$ cat config.mk
export PLATFORM = sky130hd
export DESIGN_NAME = pipe_stage_hs
export DESIGN_NICKNAME = d
export VERILOG_FILES = /design/src/rtl/pipe_pkg.sv /design/src/rtl/pipe_skid_buf.sv /design/src/rtl/pipe_stage_hs.sv
export SDC_FILE = /design/constraint.sdc
export NUM_CORES = 1
export LEC_CHECK = 0
export CORE_AREA = 2 2 181 183
export CTS_CLUSTER_DIAMETER = 60
export DETAILED_ROUTE_END_ITERATION = 7
export DIE_AREA = 0 0 183 185
export PLACE_DENSITY = 0.89
export SLEW_MARGIN = 20
export SYNTH_ARGS = -nofsm -noshare
export SYNTH_HDL_FRONTEND = slang
export SYNTH_SLANG_ARGS = --single-unit
$ cat constraint.sdc
create_clock -name clk -period 34.5 [get_ports clk]
set_input_delay 8.625 -clock clk [delete_from_list [all_inputs] [get_ports clk]]
set_output_delay 8.625 -clock clk [all_outputs]
set_load 0.05 [all_outputs]
$ cat src/rtl/pipe_pkg.sv
// Shared pipeline definitions: per-stage widths, control-bundle bit layout and NOP bundles.
package pipe_pkg;

  localparam int IF_ID_DATA_W  = 64;
  localparam int IF_ID_CTRL_W  = 1;
  localparam int ID_EX_DATA_W  = 165;
  localparam int ID_EX_CTRL_W  = 13;
  localparam int EX_MEM_DATA_W = 107;
  localparam int EX_MEM_CTRL_W = 5;
  localparam int MEM_WB_DATA_W = 69;
  localparam int MEM_WB_CTRL_W = 2;

  // ID/EX control bundle bit positions
  localparam int CTRL_EX_REG_DST   = 0;
  localparam int CTRL_EX_ALU_SRC   = 1;
  localparam int CTRL_EX_ALU_OP_LO = 2;
  localparam int CTRL_EX_ALU_OP_HI = 3;
  localparam int CTRL_M_BRANCH     = 4;
  localparam int CTRL_M_MEM_READ   = 5;
  localparam int CTRL_M_MEM_WRITE  = 6;
  localparam int CTRL_WB_REG_WRITE = 7;
  localparam int CTRL_WB_MEM_TO_REG = 8;
  localparam int CTRL_EX_JUMP      = 9;
  localparam int CTRL_M_BNE        = 10;
  localparam int CTRL_EX_SHIFT     = 11;
  localparam int CTRL_WB_LINK      = 12;

  localparam logic [ID_EX_CTRL_W-1:0]  ID_EX_NOP  = '0;
  localparam logic [EX_MEM_CTRL_W-1:0] EX_MEM_NOP = '0;
  localparam logic [MEM_WB_CTRL_W-1:0] MEM_WB_NOP = '0;

  function automatic logic id_ex_has_side_effect(input logic [ID_EX_CTRL_W-1:0] ctrl);
    return ctrl[CTRL_WB_REG_WRITE] | ctrl[CTRL_M_MEM_WRITE];
  endfunction

endpackage

$ cat src/rtl/pipe_skid_buf.sv
// Second-entry holding register for pipe_stage_hs, plus the registered in_ready it implies.
module pipe_skid_buf
  import pipe_pkg::*;
#(
  parameter int DATA_W = ID_EX_DATA_W,
  parameter int CTRL_W = ID_EX_CTRL_W
) (
  input  logic              clk,
  input  logic              reset,
  input  logic              flush,
  input  logic              accept,
  input  logic              consume,
  input  logic              main_valid,
  input  logic [DATA_W-1:0] in_data,
  input  logic [CTRL_W-1:0] in_ctrl,
  output logic              skid_valid,
  output logic [DATA_W-1:0] skid_data,
  output logic [CTRL_W-1:0] skid_ctrl,
  output logic              in_ready
);

  logic              skid_valid_reg;
  logic              skid_valid_next;
  logic [DATA_W-1:0] skid_data_reg;
  logic [CTRL_W-1:0] skid_ctrl_reg;
  logic              in_ready_reg;
  logic              load;

  // A new entry lands here only when main is occupied and not draining.
  assign load = accept & main_valid & ~consume & ~flush;

  always_comb begin
    skid_valid_next = skid_valid_reg;
    if (flush)        skid_valid_next = 1'b0;
    else if (load)    skid_valid_next = 1'b1;
    else if (consume) skid_valid_next = 1'b0;
  end

  // Skid occupied implies main occupied, so next occupancy < 2 is just !skid_valid_next.
  always_ff @(posedge clk or posedge reset) begin
    if (reset) begin
      skid_valid_reg <= 1'b0;
      skid_data_reg  <= '0;
      skid_ctrl_reg  <= '0;
      in_ready_reg   <= 1'b0;
    end else begin
      skid_valid_reg <= skid_valid_next;
      in_ready_reg   <= ~skid_valid_next;
      if (load) begin
        skid_data_reg <= in_data;
        skid_ctrl_reg <= in_ctrl;
      end
    end
  end

  assign skid_valid = skid_valid_reg;
  assign skid_data  = skid_data_reg;
  assign skid_ctrl  = skid_ctrl_reg;
  assign in_ready   = in_ready_reg;

endmodule

$ cat src/rtl/pipe_stage_hs.sv
// Handshaked MIPS pipeline stage register with optional skid entry, flush-to-bubble
// and a saturating stall counter.
module pipe_stage_hs
  import pipe_pkg::*;
#(
  parameter int                 DATA_W      = ID_EX_DATA_W,
  parameter int                 CTRL_W      = ID_EX_CTRL_W,
  parameter logic [CTRL_W-1:0]  CTRL_BUBBLE = '0,
  parameter bit                 SKID_EN     = 1'b1,
  parameter int                 STALL_W     = 16
) (
  input  logic               clk,
  input  logic               reset,
  input  logic               in_valid,
  output logic               in_ready,
  input  logic [DATA_W-1:0]  in_data,
  input  logic [CTRL_W-1:0]  in_ctrl,
  input  logic               flush,
  output logic               out_valid,
  input  logic               out_ready,
  output logic [DATA_W-1:0]  out_data,
  output logic [CTRL_W-1:0]  out_ctrl,
  output logic [1:0]         occupancy,
  output logic [STALL_W-1:0] stall_cnt,
  input  logic               stall_clr
);

  logic               main_valid_reg, main_valid_next;
  logic [DATA_W-1:0]  main_data_reg, main_data_next;
  logic [CTRL_W-1:0]  main_ctrl_reg, main_ctrl_next;
  logic [STALL_W-1:0] stall_cnt_reg, stall_cnt_next;
  logic               skid_valid;
  logic [DATA_W-1:0]  skid_data;
  logic [CTRL_W-1:0]  skid_ctrl;
  logic               accept, consume;

  assign accept  = in_valid & in_ready;
  assign consume = main_valid_reg & out_ready;

  generate
    if (SKID_EN) begin : gen_skid
      pipe_skid_buf #(
        .DATA_W (DATA_W),
        .CTRL_W (CTRL_W)
      ) u_skid (
        .clk        (clk),
        .reset      (reset),
        .flush      (flush),
        .accept     (accept),
        .consume    (consume),
        .main_valid (main_valid_reg),
        .in_data    (in_data),
        .in_ctrl    (in_ctrl),
        .skid_valid (skid_valid),
        .skid_data  (skid_data),
        .skid_ctrl  (skid_ctrl),
        .in_ready   (in_ready)
      );
    end else begin : gen_no_skid
      assign skid_valid = 1'b0;
      assign skid_data  = '0;
      assign skid_ctrl  = '0;
      assign in_ready   = ~reset & (~main_valid_reg | out_ready);
    end
  endgenerate

  // When main frees up, the older skid entry always takes precedence over new input.
  always_comb begin
    main_valid_next = main_valid_reg;
    main_data_next  = main_data_reg;
    main_ctrl_next  = main_ctrl_reg;
    if (flush) begin
      main_valid_next = 1'b0;
    end else if (~main_valid_reg | consume) begin
      if (skid_valid) begin
        main_valid_next = 1'b1;
        main_data_next  = skid_data;
        main_ctrl_next  = skid_ctrl;
      end else if (accept) begin
        main_valid_next = 1'b1;
        main_data_next  = in_data;
        main_ctrl_next  = in_ctrl;
      end else begin
        main_valid_next = 1'b0;
      end
    end
  end

  always_comb begin
    stall_cnt_next = stall_cnt_reg;
    if (stall_clr)
      stall_cnt_next = '0;
    else if (main_valid_reg & ~out_ready & ~flush & (stall_cnt_reg != '1))
      stall_cnt_next = stall_cnt_reg + 1'b1;
  end

  always_ff @(posedge clk or posedge reset) begin
    if (reset) begin
      main_valid_reg <= 1'b0;
      main_data_reg  <= '0;
      main_ctrl_reg  <= CTRL_BUBBLE;
      stall_cnt_reg  <= '0;
    end else begin
      main_valid_reg <= main_valid_next;
      main_data_reg  <= main_data_next;
      main_ctrl_reg  <= main_ctrl_next;
      stall_cnt_reg  <= stall_cnt_next;
    end
  end

  assign out_valid = main_valid_reg;
  assign out_data  = main_data_reg;
  assign out_ctrl  = main_valid_reg ? main_ctrl_reg : CTRL_BUBBLE;
  assign occupancy = {1'b0, main_valid_reg} + {1'b0, skid_valid};
  assign stall_cnt = stall_cnt_reg;

endmodule

After elaboration in Yosys (flattened, before gate mapping):

Index checks and enable logic that the tools add are counted.

* bits of input ports: 184
* register bits: 375
* logic and storage cells: 43
* output and inout port bits: 198

* bitwise operators: 14
* add/sub/neg operators: 2
* reductions and logical operators: 4
* eq/ne operators: 1
* mux-type cells: 14

Operators by type and width (number)
* $mux W165: 2
* $mux W13: 3
* $mux W16: 2
* $add A16 B1 Y16 const B: 1
* $ne A16 B16 Y1 const B: 1
* $and A1 B1 Y1: 8
* $mux W1: 7
* $reduce_bool A2 Y1: 3
* $not A1 Y1: 5
* $reduce_and A3 Y1: 1
* $add A1 B1 Y2: 1
* $or A1 B1 Y1: 1

Longest topological paths before layout:

Gate-level depths: netlist (run 1).

* word-level depth: 7
* gate-level depth with buffers: 7

Hierarchy:

A second synthesis (run 1) with hierarchy kept.

* cell total of the unflattened synthesis: 1282
* area total of the unflattened synthesis: 16238.1 sq um

Modules (own cells, without submodules)
* pipe_stage_hs: times used 1, area an instance 9127.5 sq um, cells an instance 899
* pipe_skid_buf: times used 1, area an instance 7110.6 sq um, cells an instance 383

Least setup slack after synthesis (run 1):

OpenSTA, ideal clock, no wires.

* path type: input to register
* start: input flush
* end: register gen_skid.u_skid.skid_data_reg[138], in the netlist gen_skid.u_skid.skid_data[138]
* library setup time: 0.125 ns
* buffers on the path: 3
* data arrival time: 9.912 ns
* setup slack: 24.463 ns
* stages on the path: 6
* cell sequence: nor3b_4 > and3_1 > buf_2 > buf_4 > buf_4 > mux2_2

* longest elaborated chain between the ends: 2

Ends and longest elaborated chain
* start, declared: RTL line pipe_stage_hs.sv:18 `input logic flush,`
* $not A1 Y1 (no line)
* $and A1 B1 Y1: RTL line pipe_skid_buf.sv:30 `assign load = accept & main_valid & ~consume & ~flush;`
* end signal, assigned: RTL line pipe_skid_buf.sv:50 `skid_data_reg <= in_data;`
* end, declared: RTL line pipe_skid_buf.sv:24 `logic [DATA_W-1:0] skid_data_reg;`

Every way passes these cells.
A chain may end at the register's enable or synchronous reset.

Final worst setup path (run 1):

* start: input out_ready
* end: register main_data_reg[51], in the netlist out_data[51]

* longest elaborated chain between the ends: 3

Ends and longest elaborated chain
* start, declared: RTL line pipe_stage_hs.sv:20 `input logic out_ready,`
* $and A1 B1 Y1: RTL line pipe_stage_hs.sv:38 `assign consume = main_valid_reg & out_ready;`
* $or A1 B1 Y1: RTL line pipe_stage_hs.sv:74 `end else if (~main_valid_reg | consume) begin`
* $reduce_and A3 Y1 (no line)
* end signal, assigned: RTL line pipe_stage_hs.sv:105 `main_data_reg <= main_data_next;`
* end, declared: RTL line pipe_stage_hs.sv:29 `logic [DATA_W-1:0] main_data_reg, main_data_next;`

Every way passes these cells.

==> flow_summary.ini, run 1 <==
[drt]
avgViaCountPerCell = 5.44
drc = 0
wl_per_cell_um = 19.1
drt_wl_total_um = 39600
drt-initial-drc-count = 640
ant_nets = 0
drtPass1Iterations = 5
routed-via-count = 11300

[timing]
setup_viol = 0
hold_viol_final = 0
slew_viol_final = 0
worst_hold_slack_ns = 0.503
fin_crit_sh = 0.337
clock_skew_ns = 0.0105
rsz0062_at_grt = no
fin_ws_ns = 22.87
tightest_slew_ns = 1.07
max_freq_mhz = 86.0
layout_min_cycle_time_ns = 11.63
tns_ns = 0
maxSlewHeadroom = 0.287

[synth]
yosys.area.top_type = dfrtp_1
synth_seq_cells = 375
ys_top_cells_by_count = dfrtp_1 (375), a21oi_1 (189), nor2_1 (189)
synth_area_leaders = dfrtp_1 (59%), mux2_2 (13%), mux2i_1 (11%)
post_synth_num_cell_types = 32
synth_edf_count = 0
synth_ff_type = dfrtp_1
synth_area_per_cell_um2 = 12.4
yosysWarningCount = 0
synthCells = 1280
yosysSeqAreaShare = 0.593
synth_top_area_share = 0.593
synth_most_common_cell = dfrtp_1
async_reset_ff_frac = 1.00
syn_area_um2 = 15800
syn_nets = 1466

[worst_setup_path]
critical_path_class = in -> reg
worst_path_most_repeated_cell = buf_4
critPathMaxFanout = 103
critical_path.slowest_cell = buf_4
worstPathRequired_ns = 34.93
end_kind = register
rrSetupSlack_ns = 30.62
cp_cell_sequence = clkdlybuf4s50_1, nor2b_1, nor3_2, buf_4, buf_4, buf_4, nor2_1, a21oi_1
start_kind = primary input
arrival_ns = 12.06
max_stage_delay_ns = 0.86

[floorplan]
ios = 382
rows = 66
initial_utilization = 0.493
core_area_um2 = 32000
design.die.area_um2 = 33900
fp.dieW_um = 183
die_h_um = 185

[power]
vdd_ir_drop_max_v = 0.0000482
swShare = 0.332
intPower_mw = 0.983
comb_power_share = 0.289
power.total_mw = 1.47
p_leak_nw = 8.49
p_sw_mw = 0.488
power_density_nw_per_um2 = 69.4
p_seq_frac = 0.413
p_clk_frac = 0.299

[clocking]
clkLatencyLatePin_ns = 0.51
clock-sinks = 375
cts_hold_buf = 0
cts_setup_buffers = 0
cts_tree = done
cts_root_buffer = clkbuf_16
htreeDepth = 2
cts.clk_slew.worst_paths_ns = 0.06
cts_buffers = 41
cts_resized = 0
clockBufferDepth = 3

[run_status]
status = finished clean

[placement]
place_area_um2 = 19900
dpl.hpwl_um = 25800
dp_slack_ns = 22.38
gp_congestion = 0.828
dp_cells = 1998
port_buffers = 381

[worst_hold_path]
min_path_type = reg -> reg

[global_routing]
grt_usage = 0.231
grt_pass1_vias = 11800
grt_max_degree = 181
grt_overflow = 0
grt_pass1_wl_um = 62100
antenna_found_initial = 0

[final_layout]
areaGrowthSynthToFinish_pct = 34.1
drive_above_1_share = 0.160
fin_util = 0.662
final_nets = 1819
finalNonFillerCells = 2069
fin_area_um2 = 21200

[run]
cap_viol_max_count = 0
[power groups by stage]
stage	clock (mW)	combinational (mW)	sequential, mW
2_1_floorplan	0	0.138	0.743
3_3_place_gp	0	0.413	0.606
3_5_place_dp	0	0.425	0.614
4_1_cts	0.449	0.428	0.609
5_1_grt	0.468	0.449	0.620
6_report	0.439	0.424	0.607
[routing by layer]
layer	wire [um]	track usage
met1	15200	0.276
met2	19800	0.397
met3	3370	0.0706
met4	1340	0.0787
met5	0	0
[worst max-delay path, delay by kind of cell]
kind / cells / cell delay [ns]
buf+inv: 4 / 2.73
compound gates: 1 / 0.16
simple gates: 3 / 0.37
[cell families (layout without fill, tap and decap cells)]
| kind of cell | count (synthesis) | count (layout) | synth area share |
|---|---|---|---|
| AOI/OAI and AO/OA | 200 | 200 | 0.0643 |
| adders and majority gates | 2 | 2 | 0.00158 |
| buffers and inverters | 89 | 469 | 0.0271 |
| DFF | 375 | 375 | 0.593 |
| muxes | 362 | 362 | 0.244 |
| other | 0 | 1 | 0 |
| and+or+nand+nor | 252 | 252 | 0.0699 |
[worst paths after layout]
path,to,cells past startpoint,startpoint
worst max-delay path,out_data[51],8,out_ready
worst min-delay path,gen_skid.u_skid.skid_data[164],1,gen_skid.u_skid.skid_data[164]
worst max register to register,out_data[51],7,gen_skid.u_skid.skid_valid
worst min register to register,gen_skid.u_skid.skid_data[164],1,gen_skid.u_skid.skid_data[164]
max in group asynchronous,gen_skid.u_skid.skid_valid,3,reset
min in group asynchronous,out_data[105],2,reset
[area by class of cell]
cell class	count	area [um2]
Fill cell	2292	10800
Sequential cell	375	9390
Multi-Input combinational cell	816	6010
Timing Repair Buffer	393	3920
Clock buffer	61	1220
Tap cell	408	510
Clock inverter	9	133
Inverter	6	30.0
Antenna cell	1	2.50
[cell usage in the layout, fill, tap and decap left out, drive strengths merged]
cell type and count:
nand2 7, clkdlybuf4s50 381, and2 13, o21ai 4, nand4 4, o31ai 6
a21oi 189, nor3 2, diode 1, or4 6, ha 2, nand3 8
dfrtp 375, clkbuf 61, nor3b 1, mux2 183, nor4 7, or3 4
buf 12, a31oi 1, bufinv 3, nor2b 4, inv 8, nand2b 2
nor2 189, mux2i 179, or2 1, and3 4, clkinv 4
No activity file was read; power rests on OpenSTA's default activity.
==> inputs of run 2 (changes only) <==
- CORE_AREA: 2 2 181 183 -> 2 2 191 193
- DIE_AREA: 0 0 183 185 -> 0 0 193 195
- PLACE_DENSITY: 0.89 -> 0.85
- clock period: 34.5 -> 10.1 ns (I/O delays scaled with it)
==> run 2 against run 1 <==
Net effect:
- final cell count increased by 2.6%
- sequential share of layout area increased by 0.10 points
- via count decreased by 1.5%
- wire length decreased by 3.4%
- hold slack improved by 0.0011 ns
- sequential power increased to 3.4 times the previous value
- largest power group unchanged
==> flow_summary.ini, run 2 (synthesized netlist as in run 1, its figures left out) <==
[clocking]
cts_resized = 0
htreeDepth = 2
cts_setup_buffers = 0
cts_buffers = 40
cts_root_buffer = clkbuf_16
clock-sinks = 375
cts_hold_buf = 0
cts.clk_slew.worst_paths_ns = 0.06
clkLatencyLatePin_ns = 0.52
cts_tree = done
clockBufferDepth = 3

[final_layout]
drive_above_1_share = 0.159
layout_common_cells = clkdlybuf4s50_1 (381), dfrtp_1 (374), a21oi_1 (189), nor2_1 (189), mux2_2 (183)
final_common_cell = clkdlybuf4s50_1
areaGrowthSynthToFinish_pct = 33.8
final_nets = 1818
nFillCells = 2751
fin_area_um2 = 21200
multi_input_area_um2 = 6010
ff_latch_area_um2 = 9390

[timing]
slew_viol_final = 0
rsz0062_at_grt = no
hold_viol_final = 0
tns_ns = 0
max_freq_mhz = 190
tightest_slew_ns = 1.08
fin_crit_sh = 0.520
clock_skew_ns = 0.0111
setup_viol = 0
layout_min_cycle_time_ns = 5.26
maxSlewHeadroom = 0.277

[worst_setup_path]
max_stage_delay_ns = 0.73
rr_startpoint = out_valid
critPathTopFamily = buffers and inverters
rrSetupSlack_ns = 6.57
end_kind = register
arrival_ns = 5.65
r2r_cells = 5
path_buf_inv = 3
start_kind = primary input
worst_path_most_repeated_cell = buf_4
worstPathRequired_ns = 10.50
critical_path_class = in -> reg
critical_path.slowest_cell = buf_4
r2r_end = gen_skid.u_skid.skid_data[48]
critPathMaxFanout = 69
cp_cell_sequence = clkdlybuf4s50_1, nor3b_4, and3_4, buf_4, buf_4, mux2_2

[floorplan]
initial_utilization = 0.447
core_area_um2 = 35400
die_h_um = 195
design.die.area_um2 = 37600
rows = 69
fp.dieW_um = 193
ios = 382

[run_status]
status = finished clean

[drt]
drt_wl_total_um = 38300
avgViaCountPerCell = 5.23
wl_per_cell_um = 18.0
drt-initial-drc-count = 476
drc = 0
drtPass1Iterations = 4
ant_nets = 0
routed-via-count = 11100

[worst_hold_path]
hold_path_depth = 1
hold_end = gen_skid.u_skid.skid_data[115]
min_path_type = reg -> reg
hold_start = gen_skid.u_skid.skid_data[115]

[global_routing]
grt_overflow = 0
grt_usage = 0.199
grt_pass1_vias = 11600
antenna_found_initial = 1
grt_max_degree = 205
grt_pass1_wl_um = 60400

[power]
p_leak_nw = 8.43
vdd_ir_drop_max_v = 0.000157
power_density_nw_per_um2 = 230

[placement]
dpl.hpwl_um = 25400
port_buffers = 381
gp_congestion = 0.841
place_area_um2 = 19900

[run]
cap_viol_max_count = 0
run 2: cell type report:
cell class	count	area share
antenna	1	0.000118
sequential	375	0.444
clock buffer	56	0.0535
inverter	6	0.00124
multi-input combinational	816	0.284
tap	461	0.0273
clock inverter	14	0.00396
timing repair buffer	393	0.186
run 2: metrics by stage:
stage	cells	setup WS (ns)	hold WS (ns)	util	power, mW
2_1_floorplan	1280	2.54	0.480	-	3.01
3_3_place_gp	2051	4.36	0.488	0.563	3.48
3_5_place_dp	2051	4.34	0.495	0.563	3.54
4_1_cts	2121	4.87	0.508	0.598	4.92
5_1_grt	2122	4.72	0.513	0.598	5.10
6_report	2122	4.84	0.504	0.598	4.87
run 2: worst max path at each step:
stage / startpoint / end / cells after the start
after floorplan: reset / gen_skid.u_skid.in_ready / 1
after global placement: flush / gen_skid.u_skid.skid_data[79] / 6
after detailed placement: flush / gen_skid.u_skid.skid_data[32] / 6
after CTS: flush / gen_skid.u_skid.skid_data[48] / 6
after global routing: flush / gen_skid.u_skid.skid_data[79] / 6
final: flush / gen_skid.u_skid.skid_data[48] / 6
run 2: metal layers:
layer	GRT usage	vias to the layer above	wire length, um
met4	0.0696	0	1310
li1	-	5186	-
met3	0.0633	79	3410
met2	0.336	343	18800
met5	0	-	0
met1	0.239	5484	14800
run 2: report_power, final:
| group | total [mW] | switching, mW | internal (mW) |
|---|---|---|---|
| Sequential | 2.06 | 0.197 | 1.87 |
| Combinational | 1.45 | 0.868 | 0.580 |
| Clock | 1.35 | 0.571 | 0.783 |
| Total | 4.87 | 1.64 | 3.23 |
